--- config.mk ---
export PLATFORM = sky130hd
export DESIGN_NAME = polmem_reader
export DESIGN_NICKNAME = d
export VERILOG_FILES = /design/src/rtl/polmem_reader.sv
export SDC_FILE = /design/constraint.sdc
export NUM_CORES = 1
export LEC_CHECK = 0
export ABC_AREA = 1
export ABC_CLOCK_PERIOD_IN_PS = 4300
export BUFFER_PORTS_ARGS = -buffer_cell sky130_fd_sc_hd__buf_2
export CAP_MARGIN = 10
export CELL_PAD_IN_SITES_DETAIL_PLACEMENT = 1
export CELL_PAD_IN_SITES_GLOBAL_PLACEMENT = 1
export CORE_AREA = 8 8 125 127
export DETAILED_ROUTE_END_ITERATION = 10
export DIE_AREA = 0 0 133 135
export PLACE_DENSITY = 0.77
export RECOVER_POWER = 100
export REMOVE_ABC_BUFFERS = 1
export SYNTH_ARGS = -nofsm -noshare
export SYNTH_HDL_FRONTEND = slang
export SYNTH_SLANG_ARGS = --single-unit
export TNS_END_PERCENT = 30
--- constraint.sdc ---
create_clock -name clk -period 4.3 [get_ports clk]
set_clock_uncertainty 0.1 [all_clocks]
set_input_delay 0.215 -clock clk [delete_from_list [all_inputs] [get_ports clk]]
set_output_delay 0.215 -clock clk [all_outputs]
set_load 0.02 [all_outputs]
--- src/rtl/polmem_reader.sv ---
// Streams the 64-word PolMem result polynomial out on a valid/ready port,
// masking every 16-bit lane to COEF_W bits; a 2-entry skid FIFO absorbs the BRAM read latency.
module polmem_reader #(
    parameter int WORDS  = 64,
    parameter int ADDR_W = 6,
    parameter int DATA_W = 64,
    parameter int COEF_W = 13
) (
    input  logic              clk,
    input  logic              rst,
    input  logic              start,
    output logic [ADDR_W-1:0] mem_address,
    output logic              mem_ren,
    input  logic [DATA_W-1:0] mem_rdata,
    output logic [DATA_W-1:0] out_data,
    output logic              out_valid,
    input  logic              out_ready,
    output logic              out_last,
    output logic              busy,
    output logic              done
);
    localparam int                CNT_W     = ADDR_W + 1;
    localparam int                LANES     = DATA_W / 16;
    localparam logic [15:0]       LANE_MASK = 16'((1 << COEF_W) - 1);
    localparam logic [DATA_W-1:0] WORD_MASK = {LANES{LANE_MASK}};
    localparam logic [CNT_W-1:0]  WORDS_C   = CNT_W'(WORDS);
    localparam logic [CNT_W-1:0]  LAST_C    = CNT_W'(WORDS - 1);
    localparam logic [ADDR_W-1:0] ADDR_LAST = ADDR_W'(WORDS - 1);

    typedef enum logic [1:0] {IDLE, READ, DONE} state_t;

    state_t            state;
    state_t            state_next;
    logic [CNT_W-1:0]  issued;
    logic [CNT_W-1:0]  pop_count;
    logic              inflight;
    logic [1:0]        fifo_count;
    logic              rd_ptr;
    logic              wr_ptr;
    logic [DATA_W-1:0] fifo_mem [2];
    logic [2:0]        pending;
    logic              pop;
    logic              can_issue;
    logic              launch;

    function automatic logic [DATA_W-1:0] mask_coef(input logic [DATA_W-1:0] word);
        return word & WORD_MASK;
    endfunction

    assign out_valid = (fifo_count != 2'd0);
    assign out_data  = out_valid ? fifo_mem[rd_ptr] : '0;
    assign out_last  = out_valid && (pop_count == LAST_C);
    assign pop       = out_valid && out_ready;
    assign launch    = start && ((state == IDLE) || (state == DONE));

    // A slot frees up in the same cycle the head is popped, so the pop is credited here.
    assign pending   = {1'b0, fifo_count} + {2'b00, inflight};
    assign can_issue = (issued < WORDS_C) && (pending < (3'd2 + {2'b00, pop}));

    always_ff @(posedge clk) begin
        if (rst) begin
            state <= IDLE;
        end else begin
            state <= state_next;
        end
    end

    always_comb begin
        state_next = state;
        case (state)
            IDLE:    if (start) state_next = READ;
            READ:    if (out_last && out_ready) state_next = DONE;
            DONE:    if (start) state_next = READ;
            default: state_next = IDLE;
        endcase
    end

    always_comb begin
        busy    = 1'b0;
        done    = 1'b0;
        mem_ren = 1'b0;
        case (state)
            READ: begin
                busy    = 1'b1;
                mem_ren = can_issue;
            end
            DONE:    done = 1'b1;
            default: ;
        endcase
    end

    always_ff @(posedge clk) begin
        if (rst || launch) begin
            issued      <= '0;
            pop_count   <= '0;
            inflight    <= 1'b0;
            fifo_count  <= 2'd0;
            rd_ptr      <= 1'b0;
            wr_ptr      <= 1'b0;
            mem_address <= '0;
        end else begin
            inflight <= mem_ren;
            if (mem_ren) begin
                issued <= issued + 1'b1;
                if (mem_address != ADDR_LAST) begin
                    mem_address <= mem_address + 1'b1;
                end
            end
            if (inflight) begin
                wr_ptr <= ~wr_ptr;
            end
            if (pop) begin
                rd_ptr    <= ~rd_ptr;
                pop_count <= pop_count + 1'b1;
            end
            case ({inflight, pop})
                2'b10:   fifo_count <= fifo_count + 2'd1;
                2'b01:   fifo_count <= fifo_count - 2'd1;
                default: fifo_count <= fifo_count;
            endcase
        end
    end

    // Capture stage: read data lands one cycle after mem_ren; storage is not reset.
    always_ff @(posedge clk) begin
        if (inflight) begin
            fifo_mem[wr_ptr] <= mask_coef(mem_rdata);
        end
    end

endmodule

# ---- After elaboration in Yosys (flattened, before gate mapping)
# Memory sizes are Yosys's and may differ from the RTL's. A register that Yosys moved wholly into a read port is not among the register bits.
# Index checks and enable logic that the tools add are counted.
dict set report word_totals {
  register_bits 27
  mem_bits_rw 104
  n_memories 1
}
dict set report op_classes {
  reduce_logical 13
  n_lt_le_gt_ge 2
  n_mux 12
  addsub 7
  bitwise_logic 2
  eq_ne 8
}
# name depth word_bits read_ports rd_clocked_by_memory_dff write_ports line
set mem_list {}
lappend mem_list {fifo_mem 2 52 1 1 1 40} ;# logic [DATA_W-1:0] fifo_mem [2];
# cell n
set ops {}
lappend ops {{$mux 64} 1}
lappend ops {{$add 7x1->7 const B} 2}
lappend ops {{$pmux 2 s2} 2}
lappend ops {{$eq 7x6->1 const B} 1}
lappend ops {{$lt 7x7->1 const B} 1}
lappend ops {{$mux 1} 7}
lappend ops {{$add 6x1->6 const B} 1}
lappend ops {{$ne 6x6->1 const B} 1}
lappend ops {{$logic_and 1x1->1} 5}
lappend ops {{$eq 2x1->1 const B} 2}
lappend ops {{$eq 2x2->1 const B} 2}
lappend ops {{$mux 2} 2}
lappend ops {{$reduce_and 2->1} 2}
lappend ops {{$reduce_bool 2->1} 2}
lappend ops {{$add 2x1->3} 1}
lappend ops {{$add 2x1->3 const A} 1}
lappend ops {{$lt 3x3->1} 1}
lappend ops {{$add 2x1->2 const B} 1}
lappend ops {{$logic_not 2->1} 1}
lappend ops {{$logic_or 1x1->1} 2}
lappend ops {{$ne 2x1->1 const B} 1}
lappend ops {{$ne 2x2->1 const B} 1}
lappend ops {{$not 1->1} 2}
lappend ops {{$reduce_or 2->1} 1}
lappend ops {{$sub 2x1->2 const B} 1}

# ---- Depth between registers and ports, before layout
# Gate-level depths: netlist of the first run.
dict set report logic_depth {
  word_depth 7
  ltp_mapped 10
}

# ---- Worst setup path after synthesis of the first run
# No wires, ideal clock.
dict set report synth_path {
  path_type {reg-to-reg}
  from {register inflight}
  to {memory fifo_mem[0][0] (netlist name), enable pin}
  path_buffers 0
  t_arrival_ns 2.602
  setup_time_ns 0.462
  stages_incl_launch_ff 3
  required_ns 3.738
  slack_ns 1.136
  cell_sequence {dfxtp_1 > inv_1 > nor2_1}
}
dict set report synth_via {
  elab_chain_cells 2
}
# item line
set synth_rtl {}
lappend synth_rtl {{start, declared} 36} ;# logic inflight;
lappend synth_rtl {{start signal, assigned} 102} ;# inflight <= mem_ren;
lappend synth_rtl {{$mux 1} 126} ;# if (inflight) begin
lappend synth_rtl {{$mux 1 (implied by the code)} 127} ;# fifo_mem[wr_ptr] <= mask_coef(mem_rdata);
lappend synth_rtl {{end, declared} 40}
# No other way between the ends.

# ---- Worst setup path in the final report of the first run
dict set report layout_path {
  from {register fifo_count[0]}
  to {output port out_data[54]}
}
dict set report layout_via {
  elab_chain_cells 2
}
# item line
set layout_rtl {}
lappend layout_rtl {{start, declared} 37} ;# logic [1:0] fifo_count;
lappend layout_rtl {{start signal, assigned} 117} ;# 2'b10: fifo_count <= fifo_count + 2'd1;
lappend layout_rtl {{start signal, assigned} 118} ;# 2'b01: fifo_count <= fifo_count - 2'd1;
lappend layout_rtl {{start signal, assigned} 119} ;# default: fifo_count <= fifo_count;
lappend layout_rtl {{$reduce_bool 2->1} 50} ;# assign out_valid = (fifo_count != 2'd0);
lappend layout_rtl {{$mux 64} 51} ;# assign out_data = out_valid ? fifo_mem[rd_ptr] : '0;
lappend layout_rtl {{end, declared} 15} ;# output logic [DATA_W-1:0] out_data,
# No other way between the ends.

==> results of run 1 <==
[logic make-up (layout without fill, tap and decap cells)]
kind of cell | Yosys count | after routing | synth area share (%)
adders and majority gates | 6 | 6 | 1.397
xor gates and xnor gates | 3 | 3 | 0.4890
AOI/OAI and AO/OA | 79 | 79 | 7.567
DFF | 132 | 132 | 68.54
buffers and inverters | 66 | 242 | 5.797
other | 1 | 12 | 0.06978
and+or+nand+nor | 202 | 202 | 16.14
[critical path, cell delays in order (launching register included)]
cell	delay [ns]
dfxtp_1	0.36
inv_2	0.09
nand2_4	0.07
inv_1	1.30
a21oi_1	0.23
clkbuf_1	0.27
[stage by stage]
step / hold WS (ns) / utilization (%)
after global placement: 0.3038 / 44.74
final: 0.1695 / 52.29
after global routing: 0.1856 / 52.29
after floorplan: 0.1841 / -
after detailed placement: 0.3078 / 44.74
after CTS: 0.1589 / 53.38
[synthesized netlist by cell type (all sizes together)]
cell / instances / area share [%]
or2: 1 / 0.12
nand3b: 1 / 0.14
a21oi: 69 / 6.6
xor2: 1 / 0.16
nor3b: 1 / 0.14
ha: 6 / 1.4
clkinv: 2 / 0.14
clkbuf: 14 / 0.98
nand2: 146 / 11
conb: 1 / 0.070
nand4: 6 / 0.70
dfxtp: 28 / 10
xnor2: 2 / 0.33
nor2: 31 / 2.3
buf: 17 / 2.4
nor4: 1 / 0.12
nand3: 13 / 1.7
inv: 33 / 2.3
edfxtp: 104 / 58
o21ai: 10 / 0.93
nor3: 2 / 0.28
[registers in the layout, indices dropped and copies added (netlist names), named ones only]
signal	cells
pop_count	7
inflight	1
rd_ptr	1
wr_ptr	1
state	2
fifo_count	2
fifo_mem	104
mem_address	6
issued	7
[area by class of cell]
type / count / area share (%)
clock inverters: 14 / 2.953
well taps: 180 / 3.164
inverters: 35 / 1.846
flip-flops and latches: 132 / 51.77
multi-input cells: 302 / 19.79
clock buffers: 17 / 5.976
repair buffers: 176 / 14.50
[path summary, 6_finish.rpt]
| path | end | slack [ns] | cells after the start |
|---|---|---|---|
| hold reg to reg | issued[6]$_SDFFE_PP0P_ | 0.35 | 2 |
| setup reg to reg | fifo_mem[1][40]$_DFFE_PP_ | 1.31 | 3 |
| setup / recovery | out_data[54] | 1.21 | 5 |
| hold / removal | pop_count[1]$_SDFFE_PP0P_ | 0.17 | 4 |
[power groups by stage]
stage               Combinational [mW]  Clock, mW  Sequential, mW
finish                           0.199       1.55            1.41
global route                     0.218       1.63            1.41
CTS                              0.208       1.58            1.41
detailed placement               0.166          0            1.44
global placement                 0.158          0            1.44
floorplan                       0.0893          0            1.44
[metal layers]
metal | vias up | track usage [%] | part of all wire [%]
met2 | 111 | 30.59 | 53
met5 | - | 0 | 0
met4 | 0 | 7.066 | 2.0
met3 | 21 | 4.421 | 4.9
met1 | 2063 | 17.92 | 40
li1 | 1985 | - | -
[cell usage in the layout, fill, tap and decap left out, types with 2 or more instances in the layout]
cell type,Yosys,final
a21oi_1,68,69
nand2_4,3,3
buf_2,3,17
bufinv_16,0,5
dlygate4sd3_1,0,54
clkbuf_16,0,17
dfxtp_1,28,27
nor2_1,30,30
o21ai_0,10,10
nand4_1,6,6
clkbuf_2,0,4
buf_4,12,2
ha_1,6,6
nand3_4,2,2
clkinv_1,2,3
clkbuf_1,14,99
edfxtp_1,104,104
nand3_1,11,11
clkinvlp_4,0,2
clkinv_2,0,3
conb_1,1,12
nand2_1,142,142
inv_1,27,29
inv_2,6,4
xnor2_1,2,2
clkinv_4,0,2
==> results.json, run 1 <==
{
  "outcome": "complete, but fails checks",
  "violations": "max-capacitance violations, max-slew violations",
  "ys_seq_area_share_pct": 68.54,
  "overflow": 0,
  "cts-resized-gates": 0,
  "worstReg2RegStart": "inflight$_SDFF_PP0_",
  "tns_ns": 0,
  "drv_cap": 2,
  "fin_ws_ns": 1.214,
  "multi_input_area_mm2": 0.001409,
  "clockBufferDepth": 2,
  "clk_pin_slew_worst_paths_ns": 0.06,
  "post_dp_cell_area_mm2": 0.006090,
  "grt_usage_pct": 16.76,
  "final_max_slew_viol_count": 82,
  "drtPass1Iterations": 4,
  "die_w_um": 133,
  "syn_area_mm2": 0.005374,
  "nets": 738,
  "cp_data_arrival_time_ns": 2.77,
  "cp-startpoint": "fifo_count[0]$_SDFFE_PP0P_",
  "switching_power_uw": 667.3,
  "grt_max_degree": 54,
  "synth_seq_cells": 132,
  "worstSetupPathType": "reg2out",
  "worstMarginPinSlew_ns": 1.843,
  "hp-class": "in2reg",
  "netSwitchingFraction_pct": 21.09,
  "nFillCells": 1555,
  "cts.sinks": 132,
  "period_share_pct": 71.78,
  "io_pins": 143,
  "crit_path_end_kind": "output pin",
  "critPathLaunchType": "register",
  "place.gp.congestion": 0.7620,
  "root_buffer": "clkbuf_16",
  "worstHoldStart": "out_ready",
  "grt_first_pass_wirelength_mm": 23.48,
  "dp_slack_ns": 2.261,
  "diodes": 0,
  "first_iter_violations": 263,
  "routed_wl_mm": 14.93,
  "via_per_inst": 4.883,
  "period_minus_slack_ns": 3.086,
  "comb_power_share_pct": 6.3,
  "design_area_mm2": 0.007118,
  "finalSetupViolations": 0,
  "dp_cells": 771,
  "cts_max_level": 4,
  "leakage_nw": 2.620,
  "cts_setup_buffers": 0,
  "seqPwrFrac_pct": 44.6,
  "layout.cells.non_filler": 856,
  "slew_headroom_pct": -22.84,
  "drive_gt1_share_pct": 9.911,
  "routedWlPerCell_um": 17.44,
  "cts-buffers-inserted": 17,
  "power_mw": 3.164,
  "rows": 43,
  "cp_max_fo": 53,
  "syn_inst": 489,
  "area.growth.synth_to_final_pct": 32.46,
  "portBuffers": 118,
  "power_frac_clock_pct": 49.1,
  "grt_pass1_vias": 4449,
  "cts_tree": "yes",
  "drtAntennaViolNets": 0,
  "die-area_mm2": 0.01796,
  "cp.required_ns": 3.98,
  "ir_drop_mv": 0.1636,
  "syn_area_per_cell_um2": 10.99,
  "clkLatencyLatePin_ns": 0.41,
  "rsz0062_at_grt": "false",
  "dp_hpwl_mm": 9.072,
  "timing.fmax_mhz": 324.0,
  "antenna_found_initial": 0,
  "hold_viol": 0,
  "area.sequential_mm2": 0.003685,
  "postCtsHoldBufs": 54,
  "vias": 4180,
  "start_util_pct": 39.48,
  "core_area_mm2": 0.01361,
  "p_per_area_mw_per_mm2": 444.5,
  "yosysWarnings": 0,
  "internal_power_mw": 2.497,
  "yosysUniqueCellTypes": 30,
  "drc": 0,
  "die_height_um": 135
}
Power figures use the tool's default switching activity.
==> inputs of run 2 (changes only) <==
Settings changed: ABC_AREA 1 to 0, ABC_CLOCK_PERIOD_IN_PS 4300 to 2510, CORE_AREA 8 8 125 127 to 8 8 128 130, DIE_AREA 0 0 133 135 to 0 0 136 138, PLACE_DENSITY 0.77 to 0.74.
Clock period 4.3 ns to 2.51 ns, I/O delays scaled along.
==> results.json, run 2 <==
{
  "area.growth.synth_to_final_pct": 33.09,
  "routedWlPerCell_um": 18.14,
  "hold_depth": 4,
  "timing.fmax_mhz": 420.3,
  "final_max_slew_viol_count": 0,
  "drtAntennaViolNets": 0,
  "yosysWarnings": 0,
  "cts-buffers-inserted": 17,
  "grt_first_pass_wirelength_mm": 21.71,
  "async_reset_ff_share_pct": 0,
  "cts_setup_buffers": 0,
  "via_per_inst": 4.860,
  "met3_usage_pct": 3.478,
  "drc": 0,
  "routed_wl_mm": 13.91,
  "clkLatencyLatePin_ns": 0.41,
  "outcome": "finished, final reports clean",
  "synth_seq_cells": 132,
  "portBuffers": 118,
  "post_dp_cell_area_mm2": 0.006147,
  "busiest_layer": "met2",
  "ir_drop_mv": 0.3847,
  "cts_tree": "yes",
  "largest_register_ffs": 104,
  "r2r_cells": 3,
  "place.gp.congestion": 0.7880,
  "fin_ws_ns": 0.1310,
  "mostFrequentLayoutCells": "edfxtp_1 (104), clkbuf_1 (83), nor2_1 (68)",
  "die_height_um": 138,
  "syn_inst": 391,
  "r2r-end": "fifo_mem[0][0]$_DFFE_PP_",
  "yosysUniqueCellTypes": 36,
  "grt_usage_pct": 14.76,
  "core_area_mm2": 0.01431,
  "io_pins": 143,
  "syn_area_per_cell_um2": 13.64,
  "cp_data_arrival_time_ns": 2.15,
  "synth_area_leaders": "edfxtp_1 (59%), dfxtp_1 (11%), mux2i_1 (10%)",
  "worstMarginPinSlew_ns": 1.433,
  "met2_usage_pct": 26.83,
  "regMostFlops": "fifo_mem",
  "drtPass1Iterations": 4,
  "grt_max_degree": 53,
  "power_mw": 5.097,
  "diodes": 0,
  "cts.sinks": 132,
  "antenna_found_initial": 0,
  "synth.top_cell.area_share_pct": 58.54,
  "design_area_mm2": 0.007101,
  "hp-class": "in2reg",
  "worstSetupEndpoint": "mem_ren",
  "dp_hpwl_mm": 8.572,
  "start_util_pct": 37.27,
  "use_met1_pct": 16.21,
  "ys.flop_type": "edfxtp_1",
  "utilization_pct": 49.61,
  "vias": 3728,
  "mostFrequentLayoutCell": "edfxtp_1",
  "die_w_um": 136,
  "first_iter_violations": 188,
  "grt_pass1_vias": 4131,
  "crit_path_end_kind": "output pin",
  "rsz0062_at_grt": "false",
  "cp-startpoint": "inflight$_SDFF_PP0_",
  "root_buffer": "clkbuf_16",
  "rows": 44,
  "finalSetupViolations": 0,
  "drive_gt1_share_pct": 13.21,
  "cts_max_level": 4,
  "cp_max_fo": 16,
  "synth.most_common_cell": "edfxtp_1",
  "leakage_nw": 2.408,
  "die-area_mm2": 0.01877,
  "hold_viol": 0,
  "syn_area_mm2": 0.005335,
  "nets": 644,
  "clk_pin_slew_worst_paths_ns": 0.06,
  "worstSetupPathType": "reg2out",
  "largest_registers": "fifo_mem: 104 flops, issued: 7 flops, pop_count: 7 flops",
  "yosys.area.top_type": "edfxtp_1",
  "ys_seq_area_share_pct": 69.04,
  "drv_cap": 0,
  "period_share_pct": 94.78,
  "p_per_area_mw_per_mm2": 717.8,
  "worstReg2RegStart": "inflight$_SDFF_PP0_",
  "yosys-top-cells-count": "edfxtp_1 (104), nor2_1 (69), mux2i_1 (55), dfxtp_1 (28), buf_4 (13)",
  "tns_ns": 0,
  "critPathLaunchType": "register",
  "clockBufferDepth": 2,
  "synth-edff-count": 104,
  "cp.required_ns": 2.28,
  "reg2reg_slack_ns": 0.35,
  "dp_slack_ns": 0.2587,
  "overflow": 0,
  "period_minus_slack_ns": 2.379,
  "slew_headroom_pct": 4.483
}
[run 2: cell count changes after synthesis, sizes merged, moves of 8 or more]
cell / delta
a21oi: -57
inv: -25
mux2i: +55
nand2: -135
nor2: +38
or3: +8
[run 2: where the power goes]
part | internal, mW | switching, mW
Clock | 1.37 | 0.964
Sequential | 2.40 | 0.0200
Combinational | 0.137 | 0.209
Total | 3.90 | 1.19
[run 2: worst max-delay path: stages (launching register included)]
cell,delay (ns)
dfxtp_1,0.35
ha_1,0.21
ha_1,0.20
or3_4,0.46
clkbuf_1,0.18
nor2_1,0.15
clkbuf_2,0.20
[run 2: final cells by class]
| cell class | count | area (um2) |
|---|---|---|
| clock buffer | 17 | 425.4 |
| tap | 184 | 230.2 |
| sequential | 132 | 3687 |
| multi-input combinational | 232 | 1509 |
| timing repair buffer | 179 | 1085 |
| fill | 1541 | 7213 |
| clock inverter | 15 | 133.9 |
| inverter | 8 | 30.03 |
[run 2: what timing repair did]
| action | 4_1_cts | 5_1_grt |
|---|---|---|
| hold buffers | 55 | 0 |
| gates resized for setup | 1 | 1 |
| setup endpoints to repair | 1 | 1 |
| endpoints found under the hold margin | 110 | 0 |
[run 2: metal layers]
| metal | vias up | share of wire [%] | wire [um] |
|---|---|---|---|
| li1 | 1766 | - | - |
| met1 | 1842 | 41 | 5716 |
| met2 | 97 | 53 | 7313 |
| met3 | 23 | 4.8 | 662 |
| met4 | 0 | 1.6 | 217 |
| met5 | - | 0 | 0 |
[run 2: stage by stage]
stage | hold slack [ns] | cells
after floorplan | 0.09788 | 372
after global placement | 0.2145 | 680
after detailed placement | 0.2182 | 680
after CTS | 0.08709 | 767
after global routing | 0.1296 | 767
final | 0.1022 | 767
[run 2: kinds of logic after synthesis]
| group | count (synthesis) | synth area share (%) |
|---|---|---|
| fa+ha+maj | 6 | 1.407 |
| other cells | 1 | 0.07029 |
| mux | 55 | 10.32 |
| xor+xnor | 8 | 1.313 |
| flops | 132 | 69.04 |
| simple gates | 116 | 9.991 |
| buf+inv | 38 | 3.658 |
| compound gates | 35 | 4.198 |
[run 2: worst min-delay path by stage]
| stage | end | start | slack [ns] |
|---|---|---|---|
| final | state[0]$_SDFFE_PP0P_ | start | 0.10 |
| after global routing | state[0]$_SDFFE_PP0P_ | start | 0.13 |
| after CTS | state[0]$_SDFFE_PP0P_ | start | 0.09 |
| after detailed placement | fifo_mem[1][39]$_DFFE_PP_ | mem_rdata[48] | 0.22 |
| after global placement | fifo_mem[0][50]$_DFFE_PP_ | mem_rdata[59] | 0.21 |
| after floorplan | state[0]$_SDFFE_PP0P_ | rst | 0.1 |
==> inputs of run 3 (changes only) <==
Settings changed: ABC_AREA 0 to 1, CAP_MARGIN 10 to 20, CORE_AREA 8 8 128 130 to 8 8 132 134, DIE_AREA 0 0 136 138 to 0 0 140 142, PLACE_DENSITY 0.74 to 0.72.
==> results.json, run 3 (synthesized netlist as in run 1, its figures left out) <==
{
  "die_height_um": 142,
  "crit_chain": "clkinv_1, nand2_1, inv_2, buf_12, a21oi_1, clkbuf_2",
  "clk_pin_slew_worst_paths_ns": 0.05,
  "cp.required_ns": 2.28,
  "comb_power_share_pct": 6.5,
  "hold_viol": 0,
  "mostFrequentLayoutCell": "nand2_1",
  "crit_family": "buffers and inverters",
  "die-area_mm2": 0.01988,
  "via_per_inst": 4.718,
  "cts_max_level": 4,
  "routed_wl_mm": 14.37,
  "overflow": 0,
  "cts_setup_buffers": 0,
  "cts-resized-gates": 0,
  "grt_max_degree": 53,
  "core_area_mm2": 0.01542,
  "drtPass1Iterations": 4,
  "hp-class": "in2reg",
  "worstSetupPathType": "reg2out",
  "dp_hpwl_mm": 9.187,
  "vias": 4109,
  "crit_slowest_cell": "dfxtp_1",
  "outcome": "finished, final reports clean",
  "clkLatencyLatePin_ns": 0.41,
  "slew_headroom_pct": 58.79,
  "grt_first_pass_wirelength_mm": 22.92,
  "ir_drop_mv": 0.4218,
  "cp_data_arrival_time_ns": 2.04,
  "power_frac_clock_pct": 47.7,
  "cts.sinks": 132,
  "die_w_um": 140,
  "crit_path_end_kind": "output pin",
  "io_pins": 143,
  "cp_slowest_stage_delay_ns": 0.42,
  "drive_gt1_share_pct": 11.36,
  "nets": 740,
  "seqPwrFrac_pct": 45.7,
  "mostFrequentLayoutCells": "nand2_1 (144), edfxtp_1 (104), clkbuf_1 (86)",
  "grt_pass1_vias": 4519,
  "nFillCells": 1741,
  "utilization_pct": 46.33,
  "multi_input_area_mm2": 0.001400,
  "drv_cap": 0,
  "routedWlPerCell_um": 16.49,
  "regMostFlops": "fifo_mem",
  "dp_cells": 784,
  "start_util_pct": 34.84,
  "first_iter_violations": 123,
  "antenna_found_initial": 0,
  "area.sequential_mm2": 0.003685,
  "place.gp.congestion": 0.7510,
  "rsz0062_at_grt": "false",
  "finalSetupViolations": 0,
  "root_buffer": "clkbuf_16",
  "timing.fmax_mhz": 440.9,
  "period_share_pct": 90.35,
  "leakage_nw": 2.684,
  "clockBufferDepth": 2,
  "final_max_slew_viol_count": 0,
  "dp_slack_ns": 0.7168,
  "cp_max_fo": 28,
  "area.growth.synth_to_final_pct": 32.97,
  "internal_power_mw": 4.178,
  "drtAntennaViolNets": 0,
  "rows": 46,
  "largest_registers": "fifo_mem: 104 flops, issued: 7 flops, pop_count: 7 flops",
  "critPathLaunchType": "register",
  "layout.cells.non_filler": 871,
  "p_per_area_mw_per_mm2": 739.2,
  "drc": 0,
  "fin_ws_ns": 0.2421,
  "largest_register_ffs": 104,
  "critPathBufInv": 4,
  "cts_tree": "yes",
  "cts-buffers-inserted": 17,
  "grt_usage_pct": 14.79,
  "portBuffers": 118,
  "worstMarginPinSlew_ns": 0.6182,
  "switching_power_mw": 1.103,
  "period_minus_slack_ns": 2.268,
  "netSwitchingFraction_pct": 20.89
}
==> run 3: layer usage <==
layer,track usage (%),routed length [um]
met5,0,0
met2,27.23,7579
met1,15.47,5840
met4,4.457,136
met3,5.401,810
==> run 3: metrics by stage <==
| step | power, mW | hold WS, ns | TNS [ns] | area [um2] |
|---|---|---|---|---|
| after floorplan | 2.618 | 0.09457 | -52.61 | 5235 |
| after global routing | 5.472 | 0.1130 | 0 | 7143 |
| after detailed placement | 2.757 | 0.2181 | 0 | 6150 |
| after CTS | 5.364 | 0.05100 | 0 | 7298 |
| final | 5.282 | 0.09007 | 0 | 7146 |
| after global placement | 2.741 | 0.2150 | 0 | 6150 |
==> run 3: tightest hold or removal path: stages <==
cell,delay (ns)
buf_2,0.12
nand2_1,0.13
o21ai_0,0.09
nor2_1,0.08
==> run 3: power groups by stage <==
stage / logic, mW / registers, mW / clock network (mW)
after floorplan: 0.153 / 2.47 / 0
final: 0.345 / 2.42 / 2.52
after global routing: 0.379 / 2.42 / 2.67
after global placement: 0.283 / 2.46 / 0
after CTS: 0.367 / 2.42 / 2.58
after detailed placement: 0.296 / 2.46 / 0
==> run 3: timing repair <==
action,CTS,global route
endpoints found under the setup margin,0,0
hold buffers,55,0
hold endpoints to repair,116,0
==> run 3: worst paths after layout <==
| check | start | end | slack [ns] | cells after the start |
|---|---|---|---|---|
| setup / recovery | fifo_count[0]$_SDFFE_PP0P_ | out_data[4] | 0.24 | 6 |
| hold / removal | out_ready | pop_count[1]$_SDFFE_PP0P_ | 0.09 | 4 |
| setup reg to reg | fifo_count[0]$_SDFFE_PP0P_ | fifo_count[1]$_SDFFE_PP0P_ | 0.39 | 9 |
| hold reg to reg | issued[6]$_SDFFE_PP0P_ | issued[6]$_SDFFE_PP0P_ | 0.35 | 2 |
==> run 3: cell type report <==
cell class,count,area share [%]
multi-input cells,302,19.59
inverters,35,1.839
clock inverters,10,2.206
well taps,192,3.362
repair buffers,178,15.23
flip-flops and latches,132,51.57
clock buffers,21,6.164
diodes,1,0.03502
